--- config.mk ---
export PLATFORM = sky130hd
export DESIGN_NAME = muxn_rr
export DESIGN_NICKNAME = d
export VERILOG_FILES = /design/src/rtl/muxn_rr.sv
export SDC_FILE = /design/constraint.sdc
export NUM_CORES = 1
export LEC_CHECK = 0
export ABC_AREA = 1
export CAP_MARGIN = 20
export CORE_MARGIN = 2
export CORE_UTILIZATION = 32
export CTS_CLUSTER_DIAMETER = 80
export DETAILED_ROUTE_END_ITERATION = 8
export HOLD_SLACK_MARGIN = 0.12
export PLACE_DENSITY = 0.8
export SLEW_MARGIN = 15
export SYNTH_ARGS = -nofsm -noshare
export SYNTH_HDL_FRONTEND = slang
export SYNTH_SLANG_ARGS = --single-unit
--- constraint.sdc ---
create_clock -name clk -period 1.3 [get_ports clk]
set_clock_uncertainty 0.2 [all_clocks]
set_input_delay 0.13 -clock clk [delete_from_list [all_inputs] [get_ports clk]]
set_output_delay 0.13 -clock clk [all_outputs]
set_load 0.03 [all_outputs]
--- src/rtl/muxn_rr.sv ---
// muxn_rr: N-channel registered stream mux with a one-entry output register.
// `define MUXN_RR_EN selects round-robin arbitration; default build is fixed priority.
module muxn_rr #(
  parameter int WIDTH = 8,
  parameter int NCH   = 4,
  parameter int SELW  = 2
) (
  input  logic                 clk,
  input  logic                 rst_n,
  input  logic [NCH-1:0]       in_valid,
  output logic [NCH-1:0]       in_ready,
  input  logic [NCH*WIDTH-1:0] in_data,
  output logic                 out_valid,
  input  logic                 out_ready,
  output logic [WIDTH-1:0]     out_data,
  output logic [SELW-1:0]      out_sel
);

  typedef enum logic {
    EMPTY = 1'b0,
    FULL  = 1'b1
  } state_t;

  state_t           state_q, state_d;
  logic [WIDTH-1:0] data_q, data_d;
  logic [SELW-1:0]  sel_q, sel_d;

  logic [NCH-1:0]   grant;
  logic [SELW-1:0]  gidx;
  logic             can_load;
  logic             xfer;

`ifdef MUXN_RR_EN
  logic [SELW-1:0]  last_q, last_d;

  // Search begins one past the last winner and wraps at NCH, not at 2^SELW.
  always_comb begin
    int unsigned idx;
    logic        found;
    grant = '0;
    gidx  = '0;
    found = 1'b0;
    idx   = 0;
    for (int unsigned k = 1; k <= NCH; k++) begin
      idx = 32'(last_q) + k;
      if (idx >= NCH) idx = idx - NCH;
      if (!found && in_valid[idx]) begin
        found      = 1'b1;
        grant[idx] = 1'b1;
        gidx       = SELW'(idx);
      end
    end
  end

  always_comb begin
    last_d = xfer ? gidx : last_q;
  end

  always_ff @(posedge clk or negedge rst_n) begin
    if (!rst_n) last_q <= SELW'(NCH - 1);
    else        last_q <= last_d;
  end
`else
  always_comb begin
    logic found;
    grant = '0;
    gidx  = '0;
    found = 1'b0;
    for (int unsigned i = 0; i < NCH; i++) begin
      if (!found && in_valid[i]) begin
        found    = 1'b1;
        grant[i] = 1'b1;
        gidx     = SELW'(i);
      end
    end
  end
`endif

  always_ff @(posedge clk or negedge rst_n) begin
    if (!rst_n) begin
      state_q <= EMPTY;
      data_q  <= '0;
      sel_q   <= '0;
    end else begin
      state_q <= state_d;
      data_q  <= data_d;
      sel_q   <= sel_d;
    end
  end

  always_comb begin
    state_d = state_q;
    data_d  = data_q;
    sel_d   = sel_q;
    case (state_q)
      EMPTY:   if (xfer) state_d = FULL;
      FULL:    if (xfer) state_d = FULL;
               else if (out_ready) state_d = EMPTY;
      default: state_d = EMPTY;
    endcase
    if (xfer) begin
      sel_d = gidx;
      for (int unsigned i = 0; i < NCH; i++) begin
        if (grant[i]) data_d = in_data[i*WIDTH +: WIDTH];
      end
    end
  end

  always_comb begin
    out_valid = (state_q == FULL);
    can_load  = !out_valid || out_ready;
    in_ready  = grant & {NCH{can_load & rst_n}};
    xfer      = |in_ready;
    out_data  = data_q;
    out_sel   = sel_q;
  end

endmodule

==> results of run 1 <==
## state kept, by name (all words and copies together), names as in the netlist
signal     cells
out_sel        2
out_data       8
out_valid      1
## per-layer routing
layer	up-vias	part of all wire [%]	global-route usage, %
li1	574	-	-
met1	499	39	21.0
met2	47	54	33.7
met3	7	4.8	1.87
met4	0	2.7	14.6
met5	-	0	0
## power breakdown
group          total, uW  internal (uW)  leakage [uW]  switching, uW
logic                640            309      0.000737            331
registers            435            401      0.000130           33.6
clock network        233            119     0.0000150            114
total               1310            829      0.000882            478
## logic make-up after synthesis
family / Yosys count
buffers and inverters: 32
and+or+nand+nor: 95
DFF: 11
AOI/OAI and AO/OA: 5
## synthesized netlist by cell type
cell type	instances	area, sq um
inv_2	1	3.75
nand2_2	2	12.5
nand3_4	1	17.5
inv_1	27	101
a21oi_1	5	25.0
dfrtp_1	11	275
buf_4	1	7.51
nor2_1	25	93.8
nand3_1	21	105
nor2_2	3	18.8
buf_2	1	5.00
nand2_1	43	161
buf_6	2	22.5
## worst max-delay path: cells and delay by family (launching register included)
family                 cells  cell delay (ns)
flip-flops                 1             0.43
buffers and inverters      2             0.23
AO/OA/AOI/OAI              1             0.17
AND/OR/NAND/NOR            1             0.11
## what timing repair did
item / CTS / global route
setup buffers: 1 / 2
gates resized for setup: 12 / 4
pin swaps: 3 / 1
endpoints found under the setup margin: 16 / 15
hold buffers: 1 / 0
hold endpoints to repair: 11 / 0
## area by class of cell
type                       count  area (sq um)  share of cell area (%)
clock buffer                   4          26.3                    1.60
inverter                      28           108                    6.56
multi-input combinational    100           498                    30.4
sequential                    11           277                    16.9
tap                           30          37.5                    2.29
timing repair buffer          75           693                    42.3
## metrics by stage
stage               setup WS (ns)  util (%)  total power (uW)
floorplan                 -0.0780         -               741
global placement           -0.387      61.1              1030
detailed placement         -0.462      61.1              1050
CTS                        -0.280      64.4              1300
global route               -0.315      65.6              1400
finish                     -0.243      65.6              1310
## worst min-delay path by stage
| stage | startpoint | depth (start not counted) | to | slack, ns |
|---|---|---|---|---|
| 5_1_grt | out_data[5] | 2 | out_data[5] | 0.30 |
| 6_report | out_data[5] | 2 | out_data[5] | 0.28 |
| 2_1_floorplan | rst_n | 0 | out_data[0] | -0.37 |
| 4_1_cts | out_data[5] | 2 | out_data[5] | 0.28 |
| 3_3_place_gp | out_sel[1] | 2 | out_sel[1] | 0.26 |
| 3_5_place_dp | out_data[5] | 2 | out_data[5] | 0.26 |
==> flow_metrics.tcl, run 1 <==
set metrics [dict create \
    die_h_um 55.5 \
    hold_path_class "reg -> reg" \
    postSynthAreaPerCell_sq_um 5.94 \
    violations "setup timing" \
    pin_count 54 \
    worstPathArrival_ns 1.21 \
    wl_per_cell_um 11.0 \
    drv_slew 0 \
    crit_path_start "out_valid" \
    yosys-mux-area-fraction_pct 0 \
    vias_per_cell 4.54 \
    vdd_ir_drop_max_mv 0.512 \
    outcome "finished with violations" \
    drtIter0Drc 16 \
    grt_pass1_wl_mm 4.77 \
    period_share_pct 119 \
    cp_slowest_stage_delay_ns 0.43 \
    final_antenna_net_count 0 \
    totalWireLength_mm 2.73 \
    n_fill_cell 237 \
    yosysUniqueCellTypes 13 \
    syn-num-nets 182 \
    r2r_start "out_valid" \
    hold_viol 0 \
    cts_buffers 3 \
    grt_pass1_vias 1182 \
    final_nets 258 \
    grt_max_degree 12 \
    die-area_sq_um 3080 \
    worstPathRequired_ns 0.97 \
    dr.pass1.iters 4 \
    rsz0062_at_grt "true" \
    synth-simple-area-share_pct 48.2 \
    cap_viol_max_count 0 \
    finalSetupTns_ns -1.99 \
    power_density_nw_per_um2 798 \
    core.rowCount 18 \
    place_hpwl_mm 2.25 \
    clock_sinks 11 \
    ctsHtreeMaxLevel 1 \
    cts_tree "built" \
    endpoint_kind "output pin" \
    drive_gt1_share_pct 25.7 \
    core_sq_um 2500 \
    dp.cells 240 \
    worst_slack_ns -0.243 \
    path_cells "a21oi_4, inv_4, nor2_4, buf_6" \
    cts_buffer_depth 2 \
    place.gp.congestion 0.774 \
    antenna_found_initial 0 \
    fin_crit_ns 1.54 \
    layout_common_cells "42 x nand2_1, 36 x clkdlybuf4s50_1, 29 x buf_4" \
    syn_inst 143 \
    yosysWarnings 0 \
    reg2reg_slack_ns -0.13 \
    track_usage_pct 19.2 \
    fp.dieW_um 55.5 \
    setup_viol 15 \
    syn_area_sq_um 850 \
    cp-start-kind "flop" \
    final_common_cell "nand2_1" \
    cp_max_fo 4 \
    syn_to_final_growth_pct 92.9 \
    critPathKind "reg -> out" \
    root_buffer "clkbuf_4" \
    start_util_pct 34.0 \
    synth_xor_area_share_pct 0 \
    cpMaxStageDelayCell "dfrtp_2" \
    finish.instance_area_sq_um 1640 \
    timing.hold.ws_ns 0.277 \
    ff2ff_path_depth 6 \
    slew_headroom_pct 87.4 \
    synth-compound-area-share_pct 2.95 \
    p_leak_uw 0.000882 \
    drc 0 \
    instances_no_fill 248 \
    clk_pin_slew_ns 0.07 \
    antenna_cells 0 \
    tightest_slew_ns 0.188 \
    worstReg2RegEnd "out_data[2]" \
    grt.overflow.total 0 \
    ys_seq_area_share_pct 32.4 \
    io_buffers 53 \
    placed_cell_area_sq_um 1530 \
    ys_ff_latch 11 \
    crit_path_end "in_ready[2]" \
    synth_top_family_by_area "simple AND/OR/NAND/NOR gates" \
    synth_fa_ha_area_share_pct 0 \
    routed-via-count 1127 \
    clk_latency_ns 0.27 \
    timing.fmax_ghz 0.648 \
]
No activity file was read; power rests on OpenSTA's default activity.
==> run 2, diff against run 1 <==
--- a/config.mk
+++ b/config.mk
@@ -7,7 +7,6 @@
 export LEC_CHECK = 0
 export ABC_AREA = 1
 export CAP_MARGIN = 20
-export CORE_MARGIN = 2
 export CORE_UTILIZATION = 32
 export CTS_CLUSTER_DIAMETER = 80
 export DETAILED_ROUTE_END_ITERATION = 8
==> run 2 against run 1 <==
Compared with the run above:
- the flow still finishes with violations (setup timing)
- worst hold slack gained 0.0011 ns
- non-clock buffer count shrank 4
- first-iteration DRC count shrank 13%
- die area shrank 7.1%
- count of clock-buffer cells in the layout is the same
- register-to-register slack is essentially flat
- routed wire length shrank 9.8%
- global-route usage shrank 0.38 points
- critical path depth is the same
- via count shrank 2.4%
- largest power group unchanged
==> flow_metrics.tcl, run 2 (synthesis results as in run 1) <==
set metrics [dict create \
    endpoint_kind "output pin" \
    cap_viol_max_count 0 \
    grt_max_degree 17 \
    vias_per_cell 4.51 \
    cts_tree "built" \
    switchingPower_uw 469 \
    clk_latency_ns 0.27 \
    final_nets 254 \
    place_hpwl_mm 2.08 \
    wl_per_cell_um 10.1 \
    fin_util_pct 64.3 \
    tightest_slew_ns 0.201 \
    largest_reg_flops 8 \
    pin_count 54 \
    io_buffers 53 \
    cp-start-kind "flop" \
    syn_to_final_growth_pct 89.1 \
    grt_pass1_vias 1001 \
    antenna_found_initial 0 \
    multi_input_area_sq_um 493 \
    dr.pass1.iters 4 \
    hold_path_class "reg -> reg" \
    internal-power_uw 818 \
    ctsHtreeMaxLevel 1 \
    dpl_worst_slack_ns -0.457 \
    cp_max_fo 4 \
    routed-via-count 1100 \
    gr-usage-met3_pct 3.16 \
    timing.fmax_ghz 0.657 \
    slew_headroom_pct 86.6 \
    p_leak_uw 0.000862 \
    drive_gt1_share_pct 24.3 \
    worst_slack_ns -0.222 \
    cts_buffers 3 \
    fin_crit_ns 1.52 \
    hold_path_depth 2 \
    fp.dieW_um 53.5 \
    grt.overflow.total 0 \
    met1_usage_pct 20.8 \
    rsz0062_at_grt "true" \
    regArea_sq_um 277 \
    die-area_sq_um 2860 \
    clk_pin_slew_ns 0.07 \
    drv_slew 0 \
    worstPathArrival_ns 1.19 \
    drtIter0Drc 14 \
    violations "setup timing" \
    critPathKind "reg -> out" \
    outcome "finished with violations" \
    seqPwrFrac_pct 33.8 \
    cts_buffer_depth 2 \
    power_density_nw_per_um2 801 \
    grt-busiest-layer "met2" \
    combPwrFrac_pct 48.3 \
    grt_pass1_wl_mm 3.88 \
    ff2ff_path_depth 6 \
    antenna_cells 0 \
    period_share_pct 117 \
    final_antenna_net_count 0 \
    die_h_um 53.5 \
    setup_viol 13 \
    clkPwrFrac_pct 18.0 \
    n_fill_cell 247 \
    root_buffer "clkbuf_4" \
    finish.instance_area_sq_um 1610 \
    placed_cell_area_sq_um 1500 \
    track_usage_pct 18.8 \
    start_util_pct 34.0 \
    core_sq_um 2500 \
    grtUsageMet2_pct 34.2 \
    totalWireLength_mm 2.46 \
    vdd_ir_drop_max_mv 0.575 \
    core.rowCount 18 \
    layout_common_cells "42 x nand2_1, 36 x clkdlybuf4s50_1, 25 x buf_4" \
    drc 0 \
    final_common_cell "nand2_1" \
    worstPathRequired_ns 0.97 \
    place.gp.congestion 0.823 \
    sw_frac_of_total_pct 36.5 \
    clock_sinks 11 \
    hold_viol 0 \
]
==> run 2: layout make-up <==
class                   count  area share [%]
clock buffers               4            1.64
well taps                  30            2.34
flip-flops and latches     11            17.2
multi-input cells         100            30.7
inverters                  28            6.85
repair buffers             71            41.3
==> run 2: power by group through the flow <==
stage / clock network [uW] / registers, uW / logic [uW]
CTS: 240 / 436 / 615
global route: 258 / 442 / 675
finish: 231 / 434 / 621
detailed placement: 0 / 441 / 595
global placement: 0 / 439 / 585
floorplan: 0 / 556 / 186
==> run 2: per-stage QoR <==
step	hold slack [ns]	TNS [ns]	std cells	total power (uW)
5_1_grt	0.322	-2.71	244	1380
4_1_cts	0.281	-1.58	243	1290
3_3_place_gp	0.266	-5.63	236	1020
2_1_floorplan	-0.366	-0.316	143	741
6_report	0.278	-1.65	244	1290
3_5_place_dp	0.264	-6.18	236	1040
==> run 2: repair_timing <==
item,in CTS,in global routing
hold endpoints to repair,11,0
pin swaps,4,1
hold buffers,1,0
gates cloned,0,0
setup endpoints to repair,16,15
setup buffers,2,1
gates resized for setup,12,5
==> run 2: final timing paths <==
check                       startpoint           to  slack, ns
max                          out_valid  in_ready[1]      -0.22
min                        out_data[5]  out_data[5]       0.28
max reg2reg                  out_valid  out_data[1]      -0.13
min reg2reg                out_data[5]  out_data[5]       0.28
max in group asynchronous        rst_n    out_valid       0.22
min in group asynchronous        rst_n  out_data[1]       0.53
==> run 2: per-layer routing <==
metal  vias up  part of all wire (%)
li1        571                     -
met1       489                    42
met2        38                    52
met3         2                   5.4
met4         0                  0.98
met5         -                     0
==> run 2: worst max-delay path, stage by stage (launching register included) <==
cell,delay [ns]
dfrtp_2,0.42
a21oi_4,0.17
inv_4,0.09
nor2_4,0.10
buf_6,0.14
==> run 3, diff against run 2 <==
--- a/config.mk
+++ b/config.mk
@@ -16,3 +16,4 @@
 export SYNTH_ARGS = -nofsm -noshare
 export SYNTH_HDL_FRONTEND = slang
 export SYNTH_SLANG_ARGS = --single-unit
+export TNS_END_PERCENT = 1
==> run 3 against run 2 <==
Compared with the run above:
- utilization decreased by 0.70 points
- via count up 1.0%
- highest routed layer unchanged
- flip-flop and latch count unchanged
- register-to-register slack got worse by 0.03 ns
- count of clock-buffer cells in the layout did not move
- die area stayed put
- combinational power about the same
- routed wire length up 9.0%
- clock power about the same
- the flow still finishes with violations (setup timing)
==> flow_metrics.tcl, run 3 (synthesis results as in run 1) <==
set metrics [dict create \
    fin_crit_ns 1.54 \
    critical-path-top-delay-family "flip-flops" \
    track_usage_pct 20.8 \
    p_leak_uw 0.000847 \
    antenna_found_initial 0 \
    dr.pass1.iters 4 \
    root_buffer "clkbuf_4" \
    grt_pass1_vias 1099 \
    largest_reg_flops 8 \
    combPwrFrac_pct 47.9 \
    n_fill_cell 224 \
    syn_to_final_growth_pct 87.0 \
    final_antenna_net_count 0 \
    fp.dieW_um 53.5 \
    worst-path-buf-inv 2 \
    cap_viol_max_count 0 \
    die-area_sq_um 2860 \
    place.gp.congestion 0.774 \
    die_h_um 53.5 \
    met1_usage_pct 22.7 \
    dp.cells 233 \
    clk_latency_ns 0.27 \
    pin_count 54 \
    gr-usage-met3_pct 5.46 \
    core.rowCount 18 \
    cts_tree "built" \
    outcome "finished with violations" \
    core_sq_um 2500 \
    cts_buffer_depth 2 \
    grt_max_degree 17 \
    grt_pass1_wl_mm 4.28 \
    drive_gt1_share_pct 24.6 \
    clk_pin_slew_ns 0.07 \
    clock_sinks 11 \
    grt-busiest-layer "met2" \
    slew_headroom_pct 85.6 \
    worstPathArrival_ns 1.21 \
    cts_buffers 3 \
    start_util_pct 34.0 \
    timing.fmax_ghz 0.648 \
    reg2reg_slack_ns -0.16 \
    wl_per_cell_um 11.1 \
    grt.overflow.total 0 \
    clkPwrFrac_pct 18.1 \
    finalSetupTns_ns -2.12 \
    power_density_nw_per_um2 814 \
    sw_frac_of_total_pct 37.0 \
    worst_slack_ns -0.243 \
    switchingPower_uw 479 \
    layout_common_cells "42 x nand2_1, 36 x clkdlybuf4s50_1, 26 x inv_1" \
    place_hpwl_mm 2.17 \
    final_nets 251 \
    rsz0062_at_grt "true" \
    final_common_cell "nand2_1" \
    worstPathRequired_ns 0.97 \
    period_share_pct 119 \
    path_cells "a21oi_4, inv_4, nor2_4, buf_6" \
    cp_slowest_stage_delay_ns 0.43 \
    cp_max_fo 4 \
    io_buffers 53 \
    violations "setup timing" \
    hold_path_class "reg -> reg" \
    drv_slew 0 \
    tightest_slew_ns 0.215 \
    drc 0 \
    internal-power_uw 815 \
    endpoint_kind "output pin" \
    setup_viol 15 \
    totalWireLength_mm 2.68 \
    finalPower_uw 1290 \
    routed-via-count 1111 \
    vias_per_cell 4.61 \
    drtIter0Drc 9 \
    hold_viol 0 \
    cp-start-kind "flop" \
    critPathKind "reg -> out" \
    ctsHtreeMaxLevel 1 \
    cpMaxStageDelayCell "dfrtp_2" \
    seqPwrFrac_pct 34.0 \
    grtUsageMet2_pct 39.6 \
    vdd_ir_drop_max_mv 1.01 \
    instances_no_fill 241 \
    timing.hold.ws_ns 0.292 \
    antenna_cells 0 \
]
## run 3: changes by cell type in the layout (fill, tap and decap cells not counted), sizes merged
cell	previous run	this run
buf	32	29
## run 3: final cells by class
cell class / count / area [sq um] / share of cell area [%]
clock buffer: 4 / 26.3 / 1.65
sequential: 11 / 277 / 17.4
inverter: 28 / 108 / 6.77
multi-input combinational: 100 / 500 / 31.5
timing repair buffer: 68 / 641 / 40.3
tap: 30 / 37.5 / 2.36
## run 3: power by group through the flow
| stage | clock network, uW | registers (uW) | logic, uW |
|---|---|---|---|
| floorplan | 0 | 556 | 186 |
| global placement | 0 | 441 | 581 |
| detailed placement | 0 | 446 | 591 |
| CTS | 242 | 441 | 620 |
| global route | 269 | 444 | 675 |
| finish | 234 | 440 | 620 |
## run 3: path summary, 6_finish.rpt
check,start,end,depth (start not counted)
max reg2reg,out_valid,out_data[1],6
min reg2reg,out_data[5],out_data[5],2
min,out_data[5],out_data[5],2
max,out_valid,in_ready[1],4
min in group asynchronous,rst_n,out_valid,3
max in group asynchronous,rst_n,out_valid,3
## run 3: metrics by stage
| step | utilization, % | setup WS, ns | cell area (sq um) |
|---|---|---|---|
| 6_report | 63.6 | -0.243 | 1590 |
| 5_1_grt | 63.6 | -0.294 | 1590 |
| 4_1_cts | 63.3 | -0.271 | 1580 |
| 3_5_place_dp | 59.0 | -0.469 | 1480 |
| 3_3_place_gp | 59.0 | -0.416 | 1480 |
| 2_1_floorplan | - | -0.0780 | 891 |
## run 3: repair_timing
action,4_1_cts,5_1_grt
setup endpoints to repair,16,15
resized for setup,18,0
hold buffers,1,0
hold endpoints to repair,11,0
setup buffers,2,1
pin swaps,9,1
## run 3: routing by layer
layer  vias up  wire length (um)
met5         -                 0
met4         0                29
met3         4               154
met2        42              1460
met1       504              1040
li1        561                 -
## run 3: worst reg2reg max path: stages (launching register included)
cell and delay [ns]:
dfrtp_2 0.43, a21oi_4 0.18, buf_4 0.14, nand2_2 0.08, buf_6 0.14, nor2_1 0.11, a21oi_1 0.08
